$ cat src/rtl/ctrl_pkg.sv
// ctrl_pkg: shared encodings for the multicycle CPU control unit.
// Holds the opcode map, the ALU function codes, the FSM state encodings,
// the PC-source and write-back-source mux codes, and a helper that
// classifies an opcode as an ALU (R-type or immediate) instruction.
package ctrl_pkg;

    // Opcode map, taken from IR bits [31:26]
    localparam logic [5:0] OP_ADD  = 6'b000000;
    localparam logic [5:0] OP_ADDI = 6'b000001;
    localparam logic [5:0] OP_SUB  = 6'b000010;
    localparam logic [5:0] OP_ORI  = 6'b010000;
    localparam logic [5:0] OP_AND  = 6'b010001;
    localparam logic [5:0] OP_OR   = 6'b010010;
    localparam logic [5:0] OP_SLL  = 6'b011000;
    localparam logic [5:0] OP_SLT  = 6'b100110;
    localparam logic [5:0] OP_SW   = 6'b110000;
    localparam logic [5:0] OP_LW   = 6'b110001;
    localparam logic [5:0] OP_BEQ  = 6'b110100;
    localparam logic [5:0] OP_BNE  = 6'b110101;
    localparam logic [5:0] OP_J    = 6'b111000;
    localparam logic [5:0] OP_JR   = 6'b111001;
    localparam logic [5:0] OP_JAL  = 6'b111010;
    localparam logic [5:0] OP_HALT = 6'b111111;

    // ALU function codes; ADD is 000 so an idle control word selects ADD
    localparam logic [2:0] ALU_ADD = 3'b000;
    localparam logic [2:0] ALU_SUB = 3'b001;
    localparam logic [2:0] ALU_AND = 3'b010;
    localparam logic [2:0] ALU_OR  = 3'b011;
    localparam logic [2:0] ALU_SLL = 3'b100;
    localparam logic [2:0] ALU_SLT = 3'b101;

    // PC source mux codes
    localparam logic [1:0] PCSRC_PC4    = 2'b00;
    localparam logic [1:0] PCSRC_BRANCH = 2'b01;
    localparam logic [1:0] PCSRC_JR     = 2'b10;
    localparam logic [1:0] PCSRC_JUMP   = 2'b11;

    // Register-file write data source codes
    localparam logic [1:0] WRSRC_ALU = 2'b00;
    localparam logic [1:0] WRSRC_MEM = 2'b01;
    localparam logic [1:0] WRSRC_PC4 = 2'b10;

    // FSM states; encodings are visible on the debug state port
    typedef enum logic [3:0] {
        sIF   = 4'd0,
        sID   = 4'd1,
        sEXE  = 4'd2,
        sLS   = 4'd3,
        sMEM  = 4'd4,
        sBR   = 4'd5,
        sWB   = 4'd6,
        sLWB  = 4'd7,
        sHALT = 4'd8
    } state_t;

    // True for every opcode that goes through execute and write-back
    function automatic logic isAluOp(input logic [5:0] op);
        case (op)
            OP_ADD, OP_ADDI, OP_SUB, OP_ORI,
            OP_AND, OP_OR, OP_SLL, OP_SLT: isAluOp = 1'b1;
            default:                       isAluOp = 1'b0;
        endcase
    endfunction

endpackage

$ cat src/rtl/alu_op_decode.sv
// alu_op_decode: combinational opcode -> ALU function and operand-B select.
// Ports:
//   opcode  in   6  instruction opcode
//   aluOp   out  3  ALU function code
//   aluSrcB out  1  0 = rt, 1 = extended immediate
// Non-ALU opcodes decode to ADD with rt, a harmless idle setting.
module alu_op_decode
    import ctrl_pkg::*;
(
    input  logic [5:0] opcode,
    output logic [2:0] aluOp,
    output logic       aluSrcB
);

    // Only ADDI and ORI take the immediate as operand B; SLL takes its
    // shift amount from the instruction's shamt path, not operand B.
    always_comb begin
        aluOp   = ALU_ADD;
        aluSrcB = 1'b0;
        case (opcode)
            OP_ADD:  aluOp = ALU_ADD;
            OP_ADDI: begin
                aluOp   = ALU_ADD;
                aluSrcB = 1'b1;
            end
            OP_SUB:  aluOp = ALU_SUB;
            OP_ORI:  begin
                aluOp   = ALU_OR;
                aluSrcB = 1'b1;
            end
            OP_AND:  aluOp = ALU_AND;
            OP_OR:   aluOp = ALU_OR;
            OP_SLL:  aluOp = ALU_SLL;
            OP_SLT:  aluOp = ALU_SLT;
            default: begin
                aluOp   = ALU_ADD;
                aluSrcB = 1'b0;
            end
        endcase
    end

endmodule

$ cat src/rtl/multicycle_ctrl.sv
// multicycle_ctrl: control FSM for the multicycle CPU datapath.
// Steps each instruction through fetch, decode, execute/branch/address,
// memory and write-back, and drives the datapath strobes and mux selects.
// Ports:
//   clk        in   1        system clock, rising edge
//   Reset      in   1        asynchronous active-low reset
//   opcode     in   OP_W     IR[31:26], stable for the whole instruction
//   zero       in   1        ALU zero flag, used in sBR
//   ins_ready  in   1        instruction memory data valid (sampled in sIF)
//   mem_ready  in   1        data memory access complete (sampled in sMEM)
//   IRWre      out  1        IR load enable
//   PCWre      out  1        PC load enable, once per instruction
//   PCSrc      out  2        PC source select
//   RegWre     out  1        register file write enable
//   WrRegDSrc  out  2        register write data select
//   ALUSrcB    out  1        ALU operand B select
//   ALUOp      out  3        ALU function code
//   MemRead    out  1        data memory read strobe
//   MemWrite   out  1        data memory write strobe
//   state      out  STATE_W  current state, for debug
//   halted     out  1        high in sHALT
module multicycle_ctrl
    import ctrl_pkg::*;
#(
    parameter int OP_W    = 6,
    parameter int STATE_W = 4
) (
    input  logic               clk,
    input  logic               Reset,
    input  logic [OP_W-1:0]    opcode,
    input  logic               zero,
    input  logic               ins_ready,
    input  logic               mem_ready,
    output logic               IRWre,
    output logic               PCWre,
    output logic [1:0]         PCSrc,
    output logic               RegWre,
    output logic [1:0]         WrRegDSrc,
    output logic               ALUSrcB,
    output logic [2:0]         ALUOp,
    output logic               MemRead,
    output logic               MemWrite,
    output logic [STATE_W-1:0] state,
    output logic               halted
);

    state_t     curState;
    logic [5:0] opc;
    logic [2:0] decAluOp;
    logic       decSrcB;

    assign opc   = 6'(opcode);
    assign state = STATE_W'(curState);

    alu_op_decode uDecode (
        .opcode  (opc),
        .aluOp   (decAluOp),
        .aluSrcB (decSrcB)
    );

    // State register and transitions. sHALT has no way out except Reset.
    always_ff @(posedge clk or negedge Reset) begin
        if (!Reset) begin
            curState <= sIF;
        end else begin
            case (curState)
                sIF:   if (ins_ready) curState <= sID;
                sID: begin
                    if (isAluOp(opc)) begin
                        curState <= sEXE;
                    end else begin
                        case (opc)
                            OP_BEQ, OP_BNE: curState <= sBR;
                            OP_LW, OP_SW:   curState <= sLS;
                            OP_HALT:        curState <= sHALT;
                            // J, JAL, JR and undefined opcodes complete in decode
                            default:        curState <= sIF;
                        endcase
                    end
                end
                sEXE:  curState <= sWB;
                sWB:   curState <= sIF;
                sBR:   curState <= sIF;
                sLS:   curState <= sMEM;
                sMEM:  if (mem_ready) curState <= (opc == OP_LW) ? sLWB : sIF;
                sLWB:  curState <= sIF;
                sHALT: curState <= sHALT;
                default: curState <= sIF;
            endcase
        end
    end

    // Control word decode. Everything is gated by Reset so that pulling
    // Reset low silences every strobe at once, even if ins_ready is high
    // while the FSM sits in sIF.
    always_comb begin
        IRWre     = 1'b0;
        PCWre     = 1'b0;
        PCSrc     = PCSRC_PC4;
        RegWre    = 1'b0;
        WrRegDSrc = WRSRC_ALU;
        ALUSrcB   = 1'b0;
        ALUOp     = ALU_ADD;
        MemRead   = 1'b0;
        MemWrite  = 1'b0;
        halted    = 1'b0;
        if (Reset) begin
            case (curState)
                sIF: IRWre = ins_ready;
                sID: begin
                    if (!isAluOp(opc)) begin
                        case (opc)
                            OP_BEQ, OP_BNE, OP_LW, OP_SW, OP_HALT: ;
                            OP_J: begin
                                PCWre = 1'b1;
                                PCSrc = PCSRC_JUMP;
                            end
                            OP_JAL: begin
                                PCWre     = 1'b1;
                                PCSrc     = PCSRC_JUMP;
                                RegWre    = 1'b1;
                                WrRegDSrc = WRSRC_PC4;
                            end
                            OP_JR: begin
                                PCWre = 1'b1;
                                PCSrc = PCSRC_JR;
                            end
                            // Undefined opcode behaves as a NOP
                            default: PCWre = 1'b1;
                        endcase
                    end
                end
                sEXE: begin
                    ALUOp   = decAluOp;
                    ALUSrcB = decSrcB;
                end
                sWB: begin
                    ALUOp   = decAluOp;
                    ALUSrcB = decSrcB;
                    RegWre  = 1'b1;
                    PCWre   = 1'b1;
                end
                sBR: begin
                    ALUOp = ALU_SUB;
                    PCWre = 1'b1;
                    if (((opc == OP_BEQ) && zero) || ((opc == OP_BNE) && !zero))
                        PCSrc = PCSRC_BRANCH;
                end
                sLS: ALUSrcB = 1'b1;
                sMEM: begin
                    ALUSrcB  = 1'b1;
                    MemRead  = (opc == OP_LW);
                    MemWrite = (opc == OP_SW);
                    // A store finishes here; a load still needs its write-back
                    PCWre    = mem_ready && (opc == OP_SW);
                end
                sLWB: begin
                    RegWre    = 1'b1;
                    WrRegDSrc = WRSRC_MEM;
                    PCWre     = 1'b1;
                end
                sHALT: halted = 1'b1;
                default: ;
            endcase
        end
    end

endmodule
$ cat config.mk
export PLATFORM = sky130hd
export DESIGN_NAME = multicycle_ctrl
export DESIGN_NICKNAME = d
export VERILOG_FILES = /design/src/rtl/ctrl_pkg.sv /design/src/rtl/alu_op_decode.sv /design/src/rtl/multicycle_ctrl.sv
export SDC_FILE = /design/constraint.sdc
export NUM_CORES = 1
export LEC_CHECK = 0
export CORE_UTILIZATION = 49
export CTS_CLUSTER_DIAMETER = 150
export DETAILED_ROUTE_END_ITERATION = 8
export DONT_BUFFER_PORTS = 1
export GPL_ROUTABILITY_DRIVEN = 0
export PLACE_DENSITY = 0.72
export SLEW_MARGIN = 10
export SYNTH_ARGS = -nofsm -noshare
export SYNTH_HDL_FRONTEND = slang
export SYNTH_HIERARCHICAL = 1
export SYNTH_SLANG_ARGS = --single-unit
$ cat constraint.sdc
create_clock -name clk -period 2.1 [get_ports clk]
set_input_delay 0.315 -clock clk [delete_from_list [all_inputs] [get_ports clk]]
set_output_delay 0.315 -clock clk [all_outputs]
set_load 0.02 [all_outputs]
* Word level (Yosys, flattened, before mapping)
Index checks and enable logic that the tools add are counted.
** Word-level totals
- Bits of input ports :: 11
- Output and inout bits :: 18
- Register bits after elaboration :: 4
- Word-level logic and storage cells :: 85
** Operators by class
- Muxes and demuxes :: 40
- Reductions and logical operators :: 19
- Equal/unequal tests :: 25
** Operators with widths (number)
- equality test 6 bit (second input constant) :: 9
- equality test 6 x 5 -> 1 bit (second input constant) :: 4
- case mux 4 bit (6 select lines) :: 1
- 2-to-1 mux 1 bit :: 20
- equality test 4 x 3 -> 1 bit (second input constant) :: 4
- OR reduction 2 bit :: 8
- case mux 3 bit (5 select lines) :: 1
- 2-to-1 mux 4 bit :: 3
- case mux 2 bit (2 select lines) :: 3
- case mux 4 bit (3 select lines) :: 1
- 2-to-1 mux 2 bit :: 5
- equality test 4 x 2 -> 1 bit (second input constant) :: 2
- OR reduction 8 bit :: 1
- equality test 6 x 1 -> 1 bit (second input constant) :: 1
- equality test 6 x 2 -> 1 bit (second input constant) :: 1
- logical NOT 6 bit :: 1
- 2-to-1 mux 3 bit :: 2
- case mux 3 bit (2 select lines) :: 1
- OR reduction 5 bit :: 1
- equality test 4 x 1 -> 1 bit (second input constant) :: 1
- equality test 4 bit (second input constant) :: 1
- logical NOT 4 bit :: 1
- inequality test 2 bit (second input constant) :: 2
- case mux 1 bit (2 select lines) :: 2
- other kinds (6) :: 8

* Logic depth before layout (Yosys ltp)
- Word-level depth :: 8
- Depth in mapped cells :: 6
- Depth with buffers taken out :: 6

* Hierarchy
Netlist, hierarchy kept.
** Modules (own cells, without submodules)
- multicycle_ctrl :: cells an instance 91, area each 610.6 um^2, times used 1, sequential area each 100.1 um^2
- alu_op_decode :: cells an instance 11, area each 88.8 um^2, times used 1, sequential area each 0.0 um^2

* Worst setup path after synthesis
Ideal clock, no wire load.
- Kind :: reg2out
- From :: register curState[0], in the netlist state[0]
- To :: output port IRWre
- Data required time :: 1785 ps
- Stages on the path, launching flop included :: 5
- Setup slack :: 57 ps
- Data arrival time :: 1728 ps
- Path buffers :: 1
- Cell sequence :: dfrtp_1 -> buf_4 -> nor2_1 -> nand2_1 -> nor4b_1
** On the way
- Longest elaborated chain between the ends :: 3
** Ends and longest elaborated chain
- start: declaration :: RTL line multicycle_ctrl.sv:47 : state_t curState;
- start signal: assignment :: RTL line multicycle_ctrl.sv:64 : curState <= sIF;
- start signal: assignment :: RTL line multicycle_ctrl.sv:67 : sIF: if (ins_ready) curState <= sID;
- start signal: assignment :: RTL line multicycle_ctrl.sv:73 : OP_BEQ, OP_BNE: curState <= sBR;
- logical NOT 4 bit :: RTL line multicycle_ctrl.sv:108 : case (curState)
- 2-to-1 mux 1 bit :: RTL line multicycle_ctrl.sv:108
- 2-to-1 mux 1 bit :: RTL line multicycle_ctrl.sv:107 : if (Reset) begin
- end: declaration :: RTL line multicycle_ctrl.sv:34 : output logic IRWre,
Every way passes these cells.

* Worst setup path after layout
- From :: register curState[3], in the netlist state[3]
- To :: output port PCSrc[1]
** On the way
- Longest elaborated chain between the ends :: 3
- Elaborated cells on any way between the ends :: 4
- Classes of those cells :: 2 x eq/ne; 2 x mux
** Ends and longest elaborated chain
- equality test 4 x 3 -> 1 bit or equality test 4 x 1 -> 1 bit (tied branches) :: RTL line multicycle_ctrl.sv:108
- case mux 2 bit (2 select lines) (*) :: RTL line multicycle_ctrl.sv:108
- 2-to-1 mux 2 bit (*) :: RTL line multicycle_ctrl.sv:107
- end: declaration :: RTL line multicycle_ctrl.sv:36 : output logic [1:0] PCSrc,
Every way passes the cells marked *; elsewhere a longest branch is shown, timed or not.

==> run metrics <==
layout cells sized above 1 a little under a quarter; clk buf depth 2; first-pass GRT wire length between 2 and 2.5 mm; Async SR Flop Fraction 100.0%; maximum vdd drop between 500 and 600 µV; leakage dissipation 0.3075 nW; Required @ worst endpoint between 1.5 and 2 ns; Die Width around 40 µm; Post-Synthesis Cell Area 699.4 µm²; max reg flops 4; WL/cell 14.64 µm; die area 1582 µm²; ys flop type dfrtp_1; global route overflow 0; crit path time final 2.060 ns; vias in the first global route 604; Initial Util 53.09%; Pwr Density 833.4 nW/µm²; CTS H-tree lvls 1; worst path arrival time 1.74 ns; gr usage total 21.96%; min-delay worst type in -> reg; Reg2Reg Setup Slack 0.69 ns; Post-synth EDFFs 0; hold endpoint state[0]$_DFFE_PN0P_; Post-Syn Instances 102; Yosys reg bits 4; YS warnings 6; Max Transition Viols Final 0; Mapped Nets 113; 1st-pass router iterations 4; Setup Fix Bufs, Post-CTS 0; relative slew slack 70.41%; clk_skew 0.0006425 ns; initial detailed-routing violation count 31; num ports 29; Simple-Gate Fraction of Synth Area 54.74%; clock root buffer clkbuf_4; largest family of logic cells by synthesized area simple AND/OR/NAND/NOR gates; Worst R2R End state[1]$_DFFE_PN0P_; Synth cell types 42; max frequency approximately 0.49 GHz; Synth area leader dfrtp_1; syn_area_per_cell 6.857 µm²; final setup violating endpoints 0; ANT cells 0; CTS Sinks 4; worst-margin pin slew 0.4452 ns; final cycle utilization of the critical path between 90% and 100%; fin area 807.0 µm²; die span in y 39.78 µm; port buffer count 0; Max Cap Viol 0; reg2reg start state[3]$_DFFE_PN0P_; post-synth top area share 14.31%; Core Area 1318 µm²; drt drc 0; commonest non-fill, non-tap cells in the layout 9 x nand2_1, 9 x buf_4, 8 x a21oi_1; mux share of post-synthesis cell area 0%; Critical Path Sink Type primary output; Sum Neg Setup Slack 0 ns; outcome completed; drt total wl between 1.5 and 2 mm; hold path start opcode[0]; post-synthesis compound-gate area fraction a little under a quarter; filler instances 126; startpoint class of the critical path flop; Final nets 122; CTS tree built; vias 799; post-layout util a little over 60%; Skew-Pair Late Insertion Delay 0.23 ns; Via density roughly 6.4; DP HPWL 1.296 mm; FF-to-FF path depth 3; Seq/Total Area, Yosys 14.31%; initial antenna violation count 0; Area after DPL 759.5 µm²; unrepaired setup endpoints after global routing yes; WHS Path Cells 2; adder-cell area share of the yosys netlist 0%; clock slew at reported path FFs 0.04 ns; CTS buffer count 3; Area growth, synth to finish 15.38%; post-synthesis xor/xnor area fraction approximately 1.3%; Max Fanout on Critical Path 4; Setup CP Type reg -> out; synth top area cells dfrtp_1 14%, a21oi_1 7.2%, nor2b_1 5.4%, nand2_1 4.8%, nor2_1 4.8%; number of antenna-violating nets in the routed design 0; largest net degree at the start of global routing 17; final hold violation count 0; FP Rows 13
-- cell usage after synthesis (2+ instances only) --
cell / number
o21a_1: 2
nand2b_1: 3
a21oi_1: 10
o21ai_0: 4
nor4_1: 3
dfrtp_1: 4
nand3b_1: 2
nor3_1: 4
nand3_1: 2
nor2_1: 9
and2_1: 2
nand4_1: 3
nand2_1: 9
nor2b_1: 6
clkbuf_1: 5
and3_1: 4
inv_1: 4
or2_2: 2
-- through the flow --
step / hold WS (ns) / power, W / std cells / setup WS, ns
CTS: 0.3342 / 0.0006706 / 124 / 0.05512
floorplan: 0.01941 / 0.0004683 / 102 / 0.05695
detailed placement: 0.01977 / 0.0005729 / 120 / 0.3038
finish: 0.3268 / 0.0006726 / 124 / 0.04042
global route: 0.3568 / 0.0007294 / 124 / -0.04715
global placement: 0.01973 / 0.0005602 / 120 / 0.3344
-- worst max-delay path, cell delays in order (launching register included) --
cell     delay (ns)
dfrtp_1        0.37
or4b_4         0.58
nor3_4         0.24
nand2_1        0.09
a21oi_2        0.10
buf_4          0.14
-- logic make-up (layout without fill, tap and decap cells) --
family / count (synthesis) / count (layout)
simple gates: 61 / 61
xor+xnor: 1 / 1
buf+inv: 10 / 17
flops: 4 / 4
compound gates: 26 / 26
-- per-layer routing --
metal / track usage, % / up-vias / part of all wire, %
met3: 1.136 / 4 / 6.0
met4: 10.34 / 0 / 1.5
met5: 0 / - / 0
met1: 26.12 / 370 / 41
li1: - / 392 / -
met2: 39.34 / 33 / 51
-- worst max path at each step --
stage                          end  depth (start not counted)  slack, ns            startpoint
after detailed placement  PCSrc[1]                          5       0.30  state[1]$_DFFE_PN0P_
after floorplan              IRWre                          4       0.06  state[0]$_DFFE_PN0P_
final                     PCSrc[1]                          5       0.04  state[3]$_DFFE_PN0P_
after global routing        RegWre                          5      -0.05  state[1]$_DFFE_PN0P_
after global placement    PCSrc[0]                          3       0.33  state[1]$_DFFE_PN0P_
after CTS                 PCSrc[1]                          5       0.06  state[1]$_DFFE_PN0P_
-- area by class of cell --
type	count	area [µm²]	share of cell area (%)
timing repair buffer	10	77.57	9.612
sequential	4	100.1	12.40
inverter	4	15.01	1.860
multi-input combinational	88	573.1	71.01
tap	15	18.77	2.326
clock buffer	3	22.52	2.791
-- power by group --
group          internal (W)  switching, W
clock             0.0000636     0.0000270
sequential         0.000101     0.0000123
combinational      0.000187      0.000282
-- timing repair --
| item | 4_1_cts | 5_1_grt |
|---|---|---|
| hold buffers | 1 | 0 |
| gates resized for setup | 0 | 5 |
| endpoints found under the setup margin | 0 | 5 |
| hold endpoints to repair | 4 | 0 |
Power figures use the tool's default switching activity.
